## config.mk

```make
export PLATFORM = sky130hd
export DESIGN_NAME = i2c_byte_master
export DESIGN_NICKNAME = d
export VERILOG_FILES = /design/src/rtl/i2c_pkg.sv /design/src/rtl/i2c_tick_gen.sv /design/src/rtl/i2c_byte_master.sv
export SDC_FILE = /design/constraint.sdc
export NUM_CORES = 1
export LEC_CHECK = 0
export CAP_MARGIN = 20
export CORE_MARGIN = 2
export CORE_UTILIZATION = 50
export CTS_BUF_LIST = sky130_fd_sc_hd__clkbuf_2 sky130_fd_sc_hd__clkbuf_4 sky130_fd_sc_hd__clkbuf_8
export CTS_CLUSTER_SIZE = 20
export DETAILED_ROUTE_END_ITERATION = 8
export GPL_ROUTABILITY_DRIVEN = 0
export PLACE_DENSITY = 0.76
export RECOVER_POWER = 25
export SLEW_MARGIN = 5
export SYNTH_ARGS = -nofsm -noshare
export SYNTH_HDL_FRONTEND = slang
export SYNTH_SLANG_ARGS = --single-unit
```

## constraint.sdc

```tcl
create_clock -name clock -period 3.3 [get_ports clock]
set_input_delay 0.66 -clock clock [delete_from_list [all_inputs] [get_ports clock]]
set_output_delay 0.66 -clock clock [all_outputs]
set_load 0.02 [all_outputs]
```

## src/rtl/i2c_pkg.sv

```systemverilog
// Shared encodings for the byte-level I2C master: FSM state codes and
// open-drain line levels.
package i2c_pkg;

  typedef enum logic [3:0] {
    S_IDLE    = 4'd0,
    S_START_A = 4'd1,
    S_START_B = 4'd2,
    S_BIT_LO  = 4'd3,
    S_BIT_HI  = 4'd4,
    S_ACK_LO  = 4'd5,
    S_ACK_HI  = 4'd6,
    S_DONE    = 4'd7,
    S_STOP_A  = 4'd8,
    S_STOP_B  = 4'd9,
    S_STOP_C  = 4'd10
  } state_t;

  localparam logic LINE_RELEASE = 1'b1;
  localparam logic LINE_DRIVE   = 1'b0;

  // Steps that have released SCL and must see it high before moving on.
  function automatic logic waits_scl_high(state_t s, logic [1:0] ph);
    case (s)
      S_START_A:                    return ph == 2'd2;
      S_BIT_HI, S_ACK_HI, S_STOP_B: return ph == 2'd1;
      default:                      return 1'b0;
    endcase
  endfunction

endpackage

```

## src/rtl/i2c_tick_gen.sv

```systemverilog
// Quarter-SCL-period tick generator: counts 0..QDIV-1 while enabled and
// emits a one-cycle tick on the last count.
module i2c_tick_gen #(
  parameter int QDIV = 250
) (
  input  logic clk,
  input  logic rst_n,
  input  logic en,
  input  logic clr,
  output logic tick
);

  localparam int CW = (QDIV > 1) ? $clog2(QDIV) : 1;

  logic [CW-1:0] cnt;

  assign tick = en && (cnt == CW'(QDIV - 1));

  always_ff @(posedge clk or negedge rst_n) begin
    if (!rst_n)          cnt <= '0;
    else if (clr || tick) cnt <= '0;
    else if (en)          cnt <= cnt + 1'b1;
  end

endmodule

```

## src/rtl/i2c_byte_master.sv

```systemverilog
// Byte-level I2C master: per accepted go performs START/repeated-START + one
// byte (write or read with 9th-bit handshake) or a STOP, then pulses ACK/NACK/TO.
module i2c_byte_master
  import i2c_pkg::*;
#(
  parameter int QDIV    = 250,
  parameter int TIMEOUT = 100000
) (
  input  logic       clock,
  input  logic       reset_n,
  input  logic       go,
  input  logic       start,
  input  logic       stop,
  input  logic       RW,
  input  logic       last,
  input  logic [7:0] dataW,
  output logic [7:0] dataR,
  output logic       ACK,
  output logic       NACK,
  output logic       TO,
  output logic       busy,
  output logic [3:0] state,
  input  logic       SDA_i,
  output logic       SDA_t,
  output logic       SDA_o,
  input  logic       SCL_i,
  output logic       SCL_t,
  output logic       SCL_o
);

  localparam int TW = $clog2(TIMEOUT + 1);

  state_t        st;
  logic [1:0]    ph;
  logic [7:0]    sh;
  logic [2:0]    bit_cnt;
  logic [TW-1:0] to_cnt;
  logic          c_rw, c_last, owned, ack_bit;
  logic [1:0]    sda_sync, scl_sync;
  logic          sda_s, scl_s, tick, accept, waiting, timed_out;

  assign SDA_o     = 1'b0;
  assign SCL_o     = 1'b0;
  assign state     = st;
  assign sda_s     = sda_sync[1];
  assign scl_s     = scl_sync[1];
  assign accept    = go && !busy;
  assign waiting   = waits_scl_high(st, ph);
  assign timed_out = waiting && !scl_s && (to_cnt == TW'(TIMEOUT - 1));

  i2c_tick_gen #(.QDIV(QDIV)) u_tick (
    .clk  (clock),
    .rst_n(reset_n),
    .en   (busy),
    .clr  (accept),
    .tick (tick)
  );

  // NOTE: non-blocking assignments so every flop samples pre-edge values.
  always_ff @(posedge clock or negedge reset_n) begin
    if (!reset_n) begin
      sda_sync <= 2'b11;
      scl_sync <= 2'b11;
    end else begin
      sda_sync <= {sda_sync[0], SDA_i};
      scl_sync <= {scl_sync[0], SCL_i};
    end
  end

  // Counts cycles a released SCL is still seen low (slave clock stretching).
  always_ff @(posedge clock or negedge reset_n) begin
    if (!reset_n)                          to_cnt <= '0;
    else if (waiting && !scl_s && !timed_out) to_cnt <= to_cnt + 1'b1;
    else                                   to_cnt <= '0;
  end

  always_ff @(posedge clock or negedge reset_n) begin
    if (!reset_n) begin
      st      <= S_IDLE;
      ph      <= 2'd0;
      busy    <= 1'b0;
      ACK     <= 1'b0;
      NACK    <= 1'b0;
      TO      <= 1'b0;
      dataR   <= 8'h00;
      SDA_t   <= LINE_RELEASE;
      SCL_t   <= LINE_RELEASE;
      owned   <= 1'b0;
      sh      <= 8'h00;
      bit_cnt <= 3'd0;
      c_rw    <= 1'b0;
      c_last  <= 1'b0;
      ack_bit <= 1'b1;
    end else begin
      // NOTE: status pulses default low every cycle; the branches below raise them for one.
      ACK  <= 1'b0;
      NACK <= 1'b0;
      TO   <= 1'b0;
      if (st == S_IDLE) begin
        if (accept) begin
          busy    <= 1'b1;
          c_rw    <= RW;
          c_last  <= last;
          sh      <= dataW;
          ph      <= 2'd0;
          bit_cnt <= 3'd0;
          st      <= stop ? S_STOP_A : (start ? S_START_A : S_BIT_LO);
        end
      end else if (timed_out) begin
        TO      <= 1'b1;
        busy    <= 1'b0;
        SDA_t   <= LINE_RELEASE;
        SCL_t   <= LINE_RELEASE;
        owned   <= 1'b0;
        bit_cnt <= 3'd0;
        ph      <= 2'd0;
        st      <= S_IDLE;
      end else if (tick) begin
        case (st)
          S_START_A: begin
            // Owned bus: free SDA while SCL is still low, then raise SCL.
            if (ph == 2'd0) begin
              SDA_t <= LINE_RELEASE;
              if (owned) ph <= 2'd1;
              else begin
                SCL_t <= LINE_RELEASE;
                ph    <= 2'd2;
              end
            end else if (ph == 2'd1) begin
              SCL_t <= LINE_RELEASE;
              ph    <= 2'd2;
            end else if (scl_s) begin
              ph <= 2'd0;
              st <= S_START_B;
            end
          end
          S_START_B: begin
            SDA_t <= LINE_DRIVE;
            owned <= 1'b1;
            st    <= S_BIT_LO;
          end
          S_BIT_LO: begin
            if (ph == 2'd0) begin
              SCL_t <= LINE_DRIVE;
              ph    <= 2'd1;
            end else begin
              SDA_t <= c_rw ? LINE_RELEASE : sh[7];
              ph    <= 2'd0;
              st    <= S_BIT_HI;
            end
          end
          S_BIT_HI: begin
            if (ph == 2'd0) begin
              SCL_t <= LINE_RELEASE;
              ph    <= 2'd1;
            end else if (scl_s) begin
              sh      <= {sh[6:0], sda_s};
              bit_cnt <= bit_cnt + 1'b1;
              ph      <= 2'd0;
              st      <= (bit_cnt == 3'd7) ? S_ACK_LO : S_BIT_LO;
            end
          end
          S_ACK_LO: begin
            if (ph == 2'd0) begin
              SCL_t <= LINE_DRIVE;
              ph    <= 2'd1;
            end else begin
              SDA_t <= c_rw ? c_last : LINE_RELEASE;
              ph    <= 2'd0;
              st    <= S_ACK_HI;
            end
          end
          S_ACK_HI: begin
            if (ph == 2'd0) begin
              SCL_t <= LINE_RELEASE;
              ph    <= 2'd1;
            end else if (scl_s) begin
              ack_bit <= sda_s;
              ph      <= 2'd0;
              st      <= S_DONE;
            end
          end
          S_DONE: begin
            if (ph == 2'd0) begin
              SCL_t <= LINE_DRIVE;
              ph    <= 2'd1;
            end else begin
              SDA_t <= LINE_RELEASE;
              busy  <= 1'b0;
              ph    <= 2'd0;
              st    <= S_IDLE;
              if (c_rw) begin
                dataR <= sh;
                ACK   <= 1'b1;
              end else if (ack_bit) NACK <= 1'b1;
              else                  ACK  <= 1'b1;
            end
          end
          S_STOP_A: begin
            if (ph == 2'd0) begin
              SCL_t <= LINE_DRIVE;
              ph    <= 2'd1;
            end else begin
              SDA_t <= LINE_DRIVE;
              ph    <= 2'd0;
              st    <= S_STOP_B;
            end
          end
          S_STOP_B: begin
            if (ph == 2'd0) begin
              SCL_t <= LINE_RELEASE;
              ph    <= 2'd1;
            end else if (scl_s) begin
              ph <= 2'd0;
              st <= S_STOP_C;
            end
          end
          S_STOP_C: begin
            SDA_t <= LINE_RELEASE;
            owned <= 1'b0;
            ACK   <= 1'b1;
            busy  <= 1'b0;
            st    <= S_IDLE;
          end
          default: st <= S_IDLE;
        endcase
      end
    end
  end

endmodule
```

Word level (Yosys, flattened, before mapping)
Cells that the tools add are included.

cells by class
  bitwise operators = 3
  equality and inequality tests = 41
  $add $sub $neg = 3
  reductions and logical operators = 37
  mux-type cells = 91

operators with widths
  kind                                           number
  2-to-1 mux 4 bit                               18
  2-to-1 mux 8 bit                               9
  inequality test 4 bit, second input constant   15
  2-to-1 mux 1 bit                               37
  case mux 4 bit (9 select lines)                1
  2-to-1 mux 3 bit                               8
  2-to-1 mux 2 bit                               10
  inequality test 3 bit, second input constant   6
  AND reduction 6 bit                            3
  adder 17 x 1 -> 17 bit, second input constant  1
  == test 17 bit, second input constant          1
  2-to-1 mux 17 bit                              1
  == test 4 x 3 -> 1 bit, second input constant  4
  AND reduction 15 bit                           1
  == test 4 bit, second input constant           3
  nonzero test 3 bit                             4
  nonzero test 2 bit                             5
  adder 8 x 1 -> 8 bit, second input constant    1
  == test 4 x 2 -> 1 bit, second input constant  2
  == test 8 bit, second input constant           1
  case mux 1 bit (2 select lines)                4
  AND reduction 8 bit                            1
  nonzero test 4 bit                             2
  nonzero test 8 bit                             1
  other kinds (25)                               36

storage, ports and cells
  output and inout bits = 20
  word-level logic and storage cells = 194
  flip-flop bits (word level) = 64

Longest topological paths before layout
Gate-level depths: netlist of the first run.

  word-level depth = 8
  gate-level depth with buffers = 8
  depth with buffers taken out = 7

Hierarchy
From an unflattened synthesis of the first run, not the netlist that was laid out.

second synthesis, totals
  cells, all modules = 360
  area, all modules = 3,424.5 um^2

by module, submodules not included
  module           sequential area each (um^2)  area each (um^2)  instances  cells each
  i2c_byte_master  1,410.1                      2,990.4           1          315
  i2c_tick_gen     200.2                        434.2             1          45

Worst setup path after synthesis of the first run
OpenSTA, ideal clock, no wires.

  path kind = register to register
  start = reg st[2], in the netlist state[2]
  end = reg st[1], in the netlist state[1]
  slack = 1,123 ps
  cell stages (with the launch flop) = 7
  setup time = 125 ps
  arrival time = 2,053 ps
  path buffers = 1
  path through = dfrtp_1 > buf_2 > nor4_4 > nor3b_4 > o211a_1 > a2bb2oi_2 > mux2_2

between the ends
  cells in the longest elaborated chain, start to end = 7
  elaborated cells between the ends (all ways) = 34

RTL lines
  element                                                                           line                                   source
  from (decl)                                                                       i2c_byte_master.sv:33                  state_t st;
  from (signal assigned)                                                            i2c_byte_master.sv:107                 st <= stop ? S_STOP_A : (start ? S_START_A : S_BIT_LO);
  from (signal assigned)                                                            i2c_byte_master.sv:160                 st <= (bit_cnt == 3'd7) ? S_ACK_LO : S_BIT_LO;
  == test 4 bit / == test 4 x 3 -> 1 bit (equally long branches)                    i2c_pkg.sv:24, i2c_byte_master.sv:119
  OR reduction 3 bit (no source line)                                               --
  case mux 1 bit (2 select lines)                                                   i2c_pkg.sv:24                          case (s)
  logical AND 1 bit (2 in series)                                                   i2c_byte_master.sv:49                  assign timed_out = waiting && !scl_s && (to_cnt == TW'(TIMEOUT - 1));
  inequality test 4 bit (no source line) (tied with other cells)                    --
  AND reduction 15 bit (no source line) / 2-to-1 mux 4 bit (equally long branches)  --

Parallel ways exist; a longest one is shown, timed or not. The select of a mux whose other input is x is not followed.
A chain may end at the register's enable or synchronous reset.

Worst setup path after layout of the first run
  start = reg st[3], in the netlist state[3]
  end = out state[3]

RTL lines
  element    line                   source
  to (decl)  i2c_byte_master.sv:22  output logic [3:0] state,

No word-level cell between the ends.

==> out/results.ini, run 1 <==
[critical_path]
critical_path.cell_chain = clkdlybuf4s50_1
timing.critical_path.from_type = flop
worst_path_dominant_cell_family = flip-flops
worstSetupPathType = reg -> out
worst_ep_arrival_time_ps = 1870
critical_path_peak_fanout = 23
cp_endpoint_kind = output pin
worst-path-buf-inv = 1
cp.required_ps = 2640
timing.critical_path.slowest_cell_delay_ps = 800
critPathSlowestCell = sky130_fd_sc_hd__dfrtp_1

[synth]
async_reset_ff_share_pct = 100
synthXorXnorAreaFrac_pct = 5.35
post_synth_fa_ha_maj_area_fraction_pct = 1.82
synth_enable_flop_cells = 0
ys_ff_latch = 64
syn_avg_cell_area_sq_um = 9.97
yosysUniqueCellTypes = 61
synth_flop_cell = sky130_fd_sc_hd__dfrtp_1
synth_seq_area_share_pct = 46.8
synthMuxAreaShare_pct = 8.04
synth_top_cell_area_share_pct = 41.5
synthesis.yosys.warnings = 0
cells_after_synth = 345
yosys.area_share.simple_pct = 22.1
combinational_family_with_the_most_area_after_synthesis = simple AND/OR/NAND/NOR gates
synth-compound-area-share_pct = 12.0
synth_area_leaders = sky130_fd_sc_hd__dfrtp_1, sky130_fd_sc_hd__dfstp_2, sky130_fd_sc_hd__nor2_1
synth.cell_area_sq_um = 3440
synth.largest_area_cell = sky130_fd_sc_hd__dfrtp_1

[power_and_ir_drop]
p_leak_nw = 1.73
net_switching_power_uw = 361
power_frac_clock_pct = 42.2
switching_share_pct = 24.6
power_density_nw_per_um2 = 366
internal_power_mw = 1.11
share_comb_of_total_power_pct = 3.6
vdd_drop_max_v = 0.000401
total_power_mw = 1.47
p_seq_share_pct = 54.2

[grt]
grt_first_pass_wirelength_microns = 12200
vias_in_the_first_global_route = 2557
grt.overflow.total = 0
global_route.usage.total_pct = 20.6
number_of_antenna_violations_at_the_first_check_in_global_routing = 0
pin_count_of_the_biggest_net_entering_global_routing = 31

[place]
placed_cells = 448
port_buffers = 34
dp_worst_setup_slack_ps = 812
detailed_place_hpwl_microns = 5140

[routing]
num_vias = 2629
vias_per_cell = 5.67
final_antenna_net_count = 0
drt_iter0_markers = 238
avgRoutedWirePerCell_microns = 15.6
post-route-drc-count = 0
detail_route.wirelength_microns = 7250
count_of_tritonroute_iterations_in_the_first_routing_pass = 4

[layout]
area_growth_pct = 16.8
n_fill_cell = 549
finalNetCount = 401
instances_no_fill = 464
num_antenna_cells = 0
drive_gt1_share_pct = 15.4

[cts]
cts-hold-fix-buffers = 0
htree_num_levels = 3
cts_tree = built
postCtsSetupRepairBufs = 0
cts.reportedPaths.clkPinSlew_ps = 70
cts_resized = 0
clock_tree.buffer_depth = 2
clock_sink_count = 64
worst_skew_pair.late_latency_ps = 350
number_of_buffers_added_by_the_clock_tree_synthesis_step = 9
clockRootBuffer = sky130_fd_sc_hd__clkbuf_8

[timing]
final.min_clock_period_ps = 2530
period_share_pct = 76.8
fin_worst_hold_slack_ps = 356
setup_viol = 0
setup_slack_ps = 765
timing.fmax_mhz = 395
relSlewSlack_pct = -6.46
setup_repair_after_global_routing_missed_its_margin = false
worst-slew-pin-transition_ps = 1600
setup-tns-final_ps = 0
report.final.slew_viol_count = 31
timing.final.hold_violations = 0
clock_skew_ps = 12.5

[run]
cap_viol_max_count = 1

[run_status]
outcome = finished, violations left
violated_checks = max-capacitance violations, max-slew violations

[floorplanning]
floorplan.rows = 30
core_area_sq_um = 6720
die_area_sq_um = 7560
die-width_microns = 86.9
floorplan.io_pins = 37
initial_utilization_pct = 51.2
die-height_microns = 86.9

[worst_hold_path]
timing.hold.worst.class = reg -> reg

[cells in the mapped netlist, drive strengths merged, types with 3 or more instances]
master	n
a21oi	12
and3	4
and4	3
buf	12
clkbuf	8
dfrtp	57
dfstp	7
ha	5
inv	9
mux2	13
mux2i	13
nand2	25
nand3	10
nand4	9
nor2	48
nor2b	6
nor3	7
nor4	3
nor4b	4
nor4bb	3
o211a	4
o211ai	3
o21a	4
o21ai	17
o21bai	3
or2	4
or3b	3
xnor2	7
xor2	14
[registers in the layout, summed over array words and instances, names as in the netlist]
register    count
ack_bit         1
state           4
owned           1
busy            1
to_cnt         17
TO              1
c_rw            1
sh              8
c_last          1
ACK             1
SCL_t           1
ph              2
NACK            1
dataR           8
scl_sync        2
u_tick.cnt      8
sda_sync        2
SDA_t           1
bit_cnt         3
[power by group through the flow]
stage	sequential, mW	combinational [mW]	clock, mW
after global routing	0.797	0.0604	0.668
after CTS	0.797	0.0553	0.634
after floorplan	0.810	0.0179	0
final	0.797	0.0524	0.621
after detailed placement	0.812	0.0551	0
after global placement	0.811	0.0552	0
[cell type report]
| class | count | area [sq um] | share of cell area [%] |
|---|---|---|---|
| clock buffer | 10 | 138 | 3.43 |
| inverter | 9 | 33.8 | 0.841 |
| timing repair buffer | 42 | 390 | 9.72 |
| multi-input combinational | 253 | 1700 | 42.3 |
| clock inverter | 6 | 43.8 | 1.09 |
| tap | 80 | 100 | 2.49 |
| sequential | 64 | 1610 | 40.1 |
[routing by layer]
| metal | GRT usage (%) | share of wire (%) | vias up |
|---|---|---|---|
| met1 | 28.5 | 46 | 1251 |
| met2 | 31.4 | 47 | 78 |
| met5 | 0 | 0 | - |
| met3 | 4.17 | 5.0 | 14 |
| met4 | 8.95 | 1.8 | 0 |
| li1 | - | - | 1286 |
[layout by cell type (no fill, tap or decap), types with 4 or more instances in the layout]
cell type and instances:
sky130_fd_sc_hd__dfrtp_1 57, sky130_fd_sc_hd__nor2_1 47, sky130_fd_sc_hd__clkdlybuf4s50_1 31, sky130_fd_sc_hd__nand2_1 25, sky130_fd_sc_hd__o21ai_0 15, sky130_fd_sc_hd__xor2_1 14, sky130_fd_sc_hd__mux2i_1 13, sky130_fd_sc_hd__mux2_2 13
sky130_fd_sc_hd__a21oi_1 11, sky130_fd_sc_hd__clkbuf_8 10, sky130_fd_sc_hd__nand4_1 9, sky130_fd_sc_hd__inv_1 9, sky130_fd_sc_hd__nand3_1 9, sky130_fd_sc_hd__dfstp_2 7, sky130_fd_sc_hd__xnor2_1 7, sky130_fd_sc_hd__buf_4 7
sky130_fd_sc_hd__nor3_1 6, sky130_fd_sc_hd__nor2b_1 6, sky130_fd_sc_hd__ha_1 5, sky130_fd_sc_hd__and3_1 4, sky130_fd_sc_hd__o21a_1 4, sky130_fd_sc_hd__o211a_1 4
[stage by stage]
stage,utilization (%),cell area (sq um)
after global placement,57.2,3840
after CTS,59.9,4020
after detailed placement,57.2,3840
after floorplan,-,3440
final,59.8,4020
after global routing,59.8,4020
[final timing paths]
| kind | slack, ps | from | endpoint | cells after the start |
|---|---|---|---|---|
| setup / recovery | 770 | state[3] | state[3] | 1 |
| hold / removal | 360 | scl_sync[0] | scl_sync[1] | 0 |
| setup reg to reg | 780 | state[3] | state[1] | 5 |
| hold reg to reg | 360 | scl_sync[0] | scl_sync[1] | 0 |
| max in group asynchronous | 1430 | reset_n | to_cnt[4] | 2 |
| min in group asynchronous | 710 | reset_n | state[1] | 1 |
[cell families after synthesis]
kind of cell	after synthesis
AO/OA/AOI/OAI	60
flip-flops	64
buffers and inverters	29
adder cells (fa/ha/maj)	5
AND/OR/NAND/NOR	139
multiplexers	26
XOR/XNOR	21
other	1
No activity file was read; power rests on OpenSTA's default activity.
==> run 2: changes to the inputs <==
--- a/config.mk
+++ b/config.mk
@@ -12,7 +12,7 @@
 export CTS_CLUSTER_SIZE = 20
 export DETAILED_ROUTE_END_ITERATION = 8
 export GPL_ROUTABILITY_DRIVEN = 0
-export PLACE_DENSITY = 0.76
+export PLACE_DENSITY = 0.79
 export RECOVER_POWER = 25
 export SLEW_MARGIN = 5
 export SYNTH_ARGS = -nofsm -noshare
==> constraint.sdc (replaced) <==
create_clock -name clock -period 2.2 [get_ports clock]
set_input_delay 0.44 -clock clock [delete_from_list [all_inputs] [get_ports clock]]
set_output_delay 0.44 -clock clock [all_outputs]
set_load 0.02 [all_outputs]
==> run 2 against run 1 <==
Compared with the run above:
- the run still ends with max-capacitance violations, max-slew violations left
- via count up 6.8%
- final cell count increased by 3.7%
- sequential share of layout area decreased by 2.1 points
- non-clock buffer count up 17
- wire length rose by 9.4%
- clock skew increased by 2.6 ps
- flip-flop and latch count unchanged
- critical path depth is 7 higher
- count of clock-buffer cells in the layout stayed put
- clock power rose by 92%
- worst setup slack worse by 690 ps
- largest cell class unchanged
- largest power group unchanged
==> out/results.ini, run 2 (synthesized netlist as in run 1, its figures left out) <==
[timing]
final.min_clock_period_ps = 2130
fin_worst_hold_slack_ps = 358  ; +1.77 ps
relSlewSlack_pct = -1.24  ; +5.2 points
setup_slack_ps = 70.4  ; -695 ps
timing.fmax_mhz = 470
timing.final.hold_violations = 0  ; unchanged
period_share_pct = 96.8
report.final.slew_viol_count = 65  ; +110%
setup_viol = 0  ; unchanged
clock_skew_ps = 15.2  ; +2.65 ps
worst-slew-pin-transition_ps = 1520  ; -78.4 ps

[layout]
n_fill_cell = 544  ; -0.91%
most_frequent_cells_in_the_layout = sky130_fd_sc_hd__dfrtp_1, sky130_fd_sc_hd__nor2_1, sky130_fd_sc_hd__clkdlybuf4s50_1
mostFrequentLayoutCell = sky130_fd_sc_hd__dfrtp_1
multi_input_comb_area_sq_um = 1730  ; +1.5%
drive_gt1_share_pct = 20.9  ; +5.6 points
top_register = to_cnt
finalNetCount = 418  ; +4.2%
area_growth_pct = 23.7
instances_no_fill = 481  ; +3.7%
final_design_area_no_fill_sq_um = 4250  ; +5.9%
largest_register_ffs = 17  ; unchanged
storage_cell_area_sq_um = 1620  ; +0.31%
num_antenna_cells = 0  ; unchanged

[floorplanning]
floorplan.rows = 30  ; unchanged
core_area_sq_um = 6720  ; unchanged
die_area_sq_um = 7560  ; unchanged
floorplan.io_pins = 37  ; unchanged
die-width_microns = 86.9  ; unchanged
die-height_microns = 86.9  ; unchanged
initial_utilization_pct = 51.2  ; unchanged

[critical_path]
critical_path.cell_chain = inv_1 > ha_1 > nand4_1 > nor3_4 > buf_4 > o211a_1 > a2bb2oi_2 > mux2_2
timing.critical_path.from_type = flop
cp.required_ps = 2440  ; -200 ps
worst_ep_arrival_time_ps = 2370  ; +500 ps
timing.reg2reg.worst_path_depth = 8  ; +3
cp_endpoint_kind = flop
timing.critical_path.slowest_cell_delay_ps = 390  ; -410 ps
critPathSlowestCell = sky130_fd_sc_hd__dfrtp_1
worstSetupPathType = reg -> reg
critical_path_peak_fanout = 11  ; -52%

[worst_hold_path]
hold_depth = 0  ; unchanged
timing.hold.worst.class = reg -> reg

[cts]
cts.reportedPaths.clkPinSlew_ps = 90  ; +20 ps
worst_skew_pair.late_latency_ps = 360  ; about the same
clockRootBuffer = sky130_fd_sc_hd__clkbuf_8
clock_sink_count = 64  ; unchanged
number_of_buffers_added_by_the_clock_tree_synthesis_step = 9  ; unchanged
cts-hold-fix-buffers = 0  ; unchanged
htree_num_levels = 3  ; unchanged
clock_tree.buffer_depth = 2  ; unchanged
cts_tree = built

[run_status]
outcome = finished, violations left
violated_checks = max-capacitance violations, max-slew violations

[place]
placed_cells = 465  ; +3.8%
dp_worst_setup_slack_ps = 11.6  ; -801 ps
port_buffers = 34  ; unchanged
detailed_place_hpwl_microns = 5360  ; +4.2%
dpl-instance-area_sq_um = 4010  ; +4.3%

[power_and_ir_drop]
power_density_nw_per_um2 = 580  ; +58%
vdd_drop_max_v = 0.000415  ; +3.4%
p_leak_nw = 1.86  ; +7.4%
total_power_mw = 2.46  ; +68%

[routing]
vias_per_cell = 5.84  ; +3.0%
avgRoutedWirePerCell_microns = 16.5  ; +5.5%
final_antenna_net_count = 0  ; unchanged
num_vias = 2808  ; +6.8%
detail_route.wirelength_microns = 7930  ; +9.4%
count_of_tritonroute_iterations_in_the_first_routing_pass = 4  ; unchanged
drt_iter0_markers = 163  ; -32%
post-route-drc-count = 0  ; unchanged

[grt]
grt_first_pass_wirelength_microns = 13200  ; +8.2%
number_of_antenna_violations_at_the_first_check_in_global_routing = 0  ; unchanged
pin_count_of_the_biggest_net_entering_global_routing = 65  ; +110%
vias_in_the_first_global_route = 2774  ; +8.5%
global_route.usage.total_pct = 22.6  ; +2.0 points
grt.overflow.total = 0  ; unchanged

[run]
cap_viol_max_count = 1  ; unchanged

## run 2: final cells by class
type	count	share of cell area (%)
Clock inverter	6	2.15
Clock buffer	10	3.24
Timing Repair Buffer	59	12.9
Sequential cell	64	38.0
Multi-Input combinational cell	253	40.6
Inverter	9	0.794
Tap cell	80	2.35
## run 2: power breakdown
group          total [mW]  switching, mW  internal (mW)  leakage (nW)
clock                1.19          0.515          0.675         0.117
sequential           1.19        0.00700           1.19         0.846
combinational      0.0803         0.0465         0.0338         0.897
total                2.46          0.569           1.90          1.86
## run 2: worst max-delay path: cells and delay by family, from the launching register on
kind | cells | cell delay (ps)
compound gates | 2 | 380
fa+ha+maj | 1 | 150
buf+inv | 2 | 300
flops | 1 | 390
mux | 1 | 350
simple gates | 2 | 440
## run 2: worst paths after layout
path	startpoint	end	slack, ps
setup reg to reg	u_tick.cnt[1]	state[2]	70
min in group asynchronous	reset_n	u_tick.cnt[1]	520
max in group asynchronous	reset_n	state[1]	670
setup / recovery	u_tick.cnt[1]	state[2]	70
hold / removal	sda_sync[0]	sda_sync[1]	360
hold reg to reg	sda_sync[0]	sda_sync[1]	360
## run 2: per-layer routing
| metal | share of wire (%) | global-route usage [%] |
|---|---|---|
| met5 | 0 | 0 |
| met4 | 3.6 | 13.2 |
| met3 | 4.5 | 4.74 |
| met2 | 47 | 34.7 |
| met1 | 44 | 29.6 |
## run 2: per-stage QoR
step / TNS [ps] / utilization [%]
floorplan: 0 / -
CTS: 0 / 63.0
detailed placement: 0 / 59.6
global placement: 0 / 59.6
global route: -73.8 / 63.3
finish: 0 / 63.3
## run 2: timing repair
| item | CTS | global route |
|---|---|---|
| setup endpoints to repair | 0 | 34 |
| setup buffers | 0 | 0 |
| gates resized for setup | 0 | 9 |
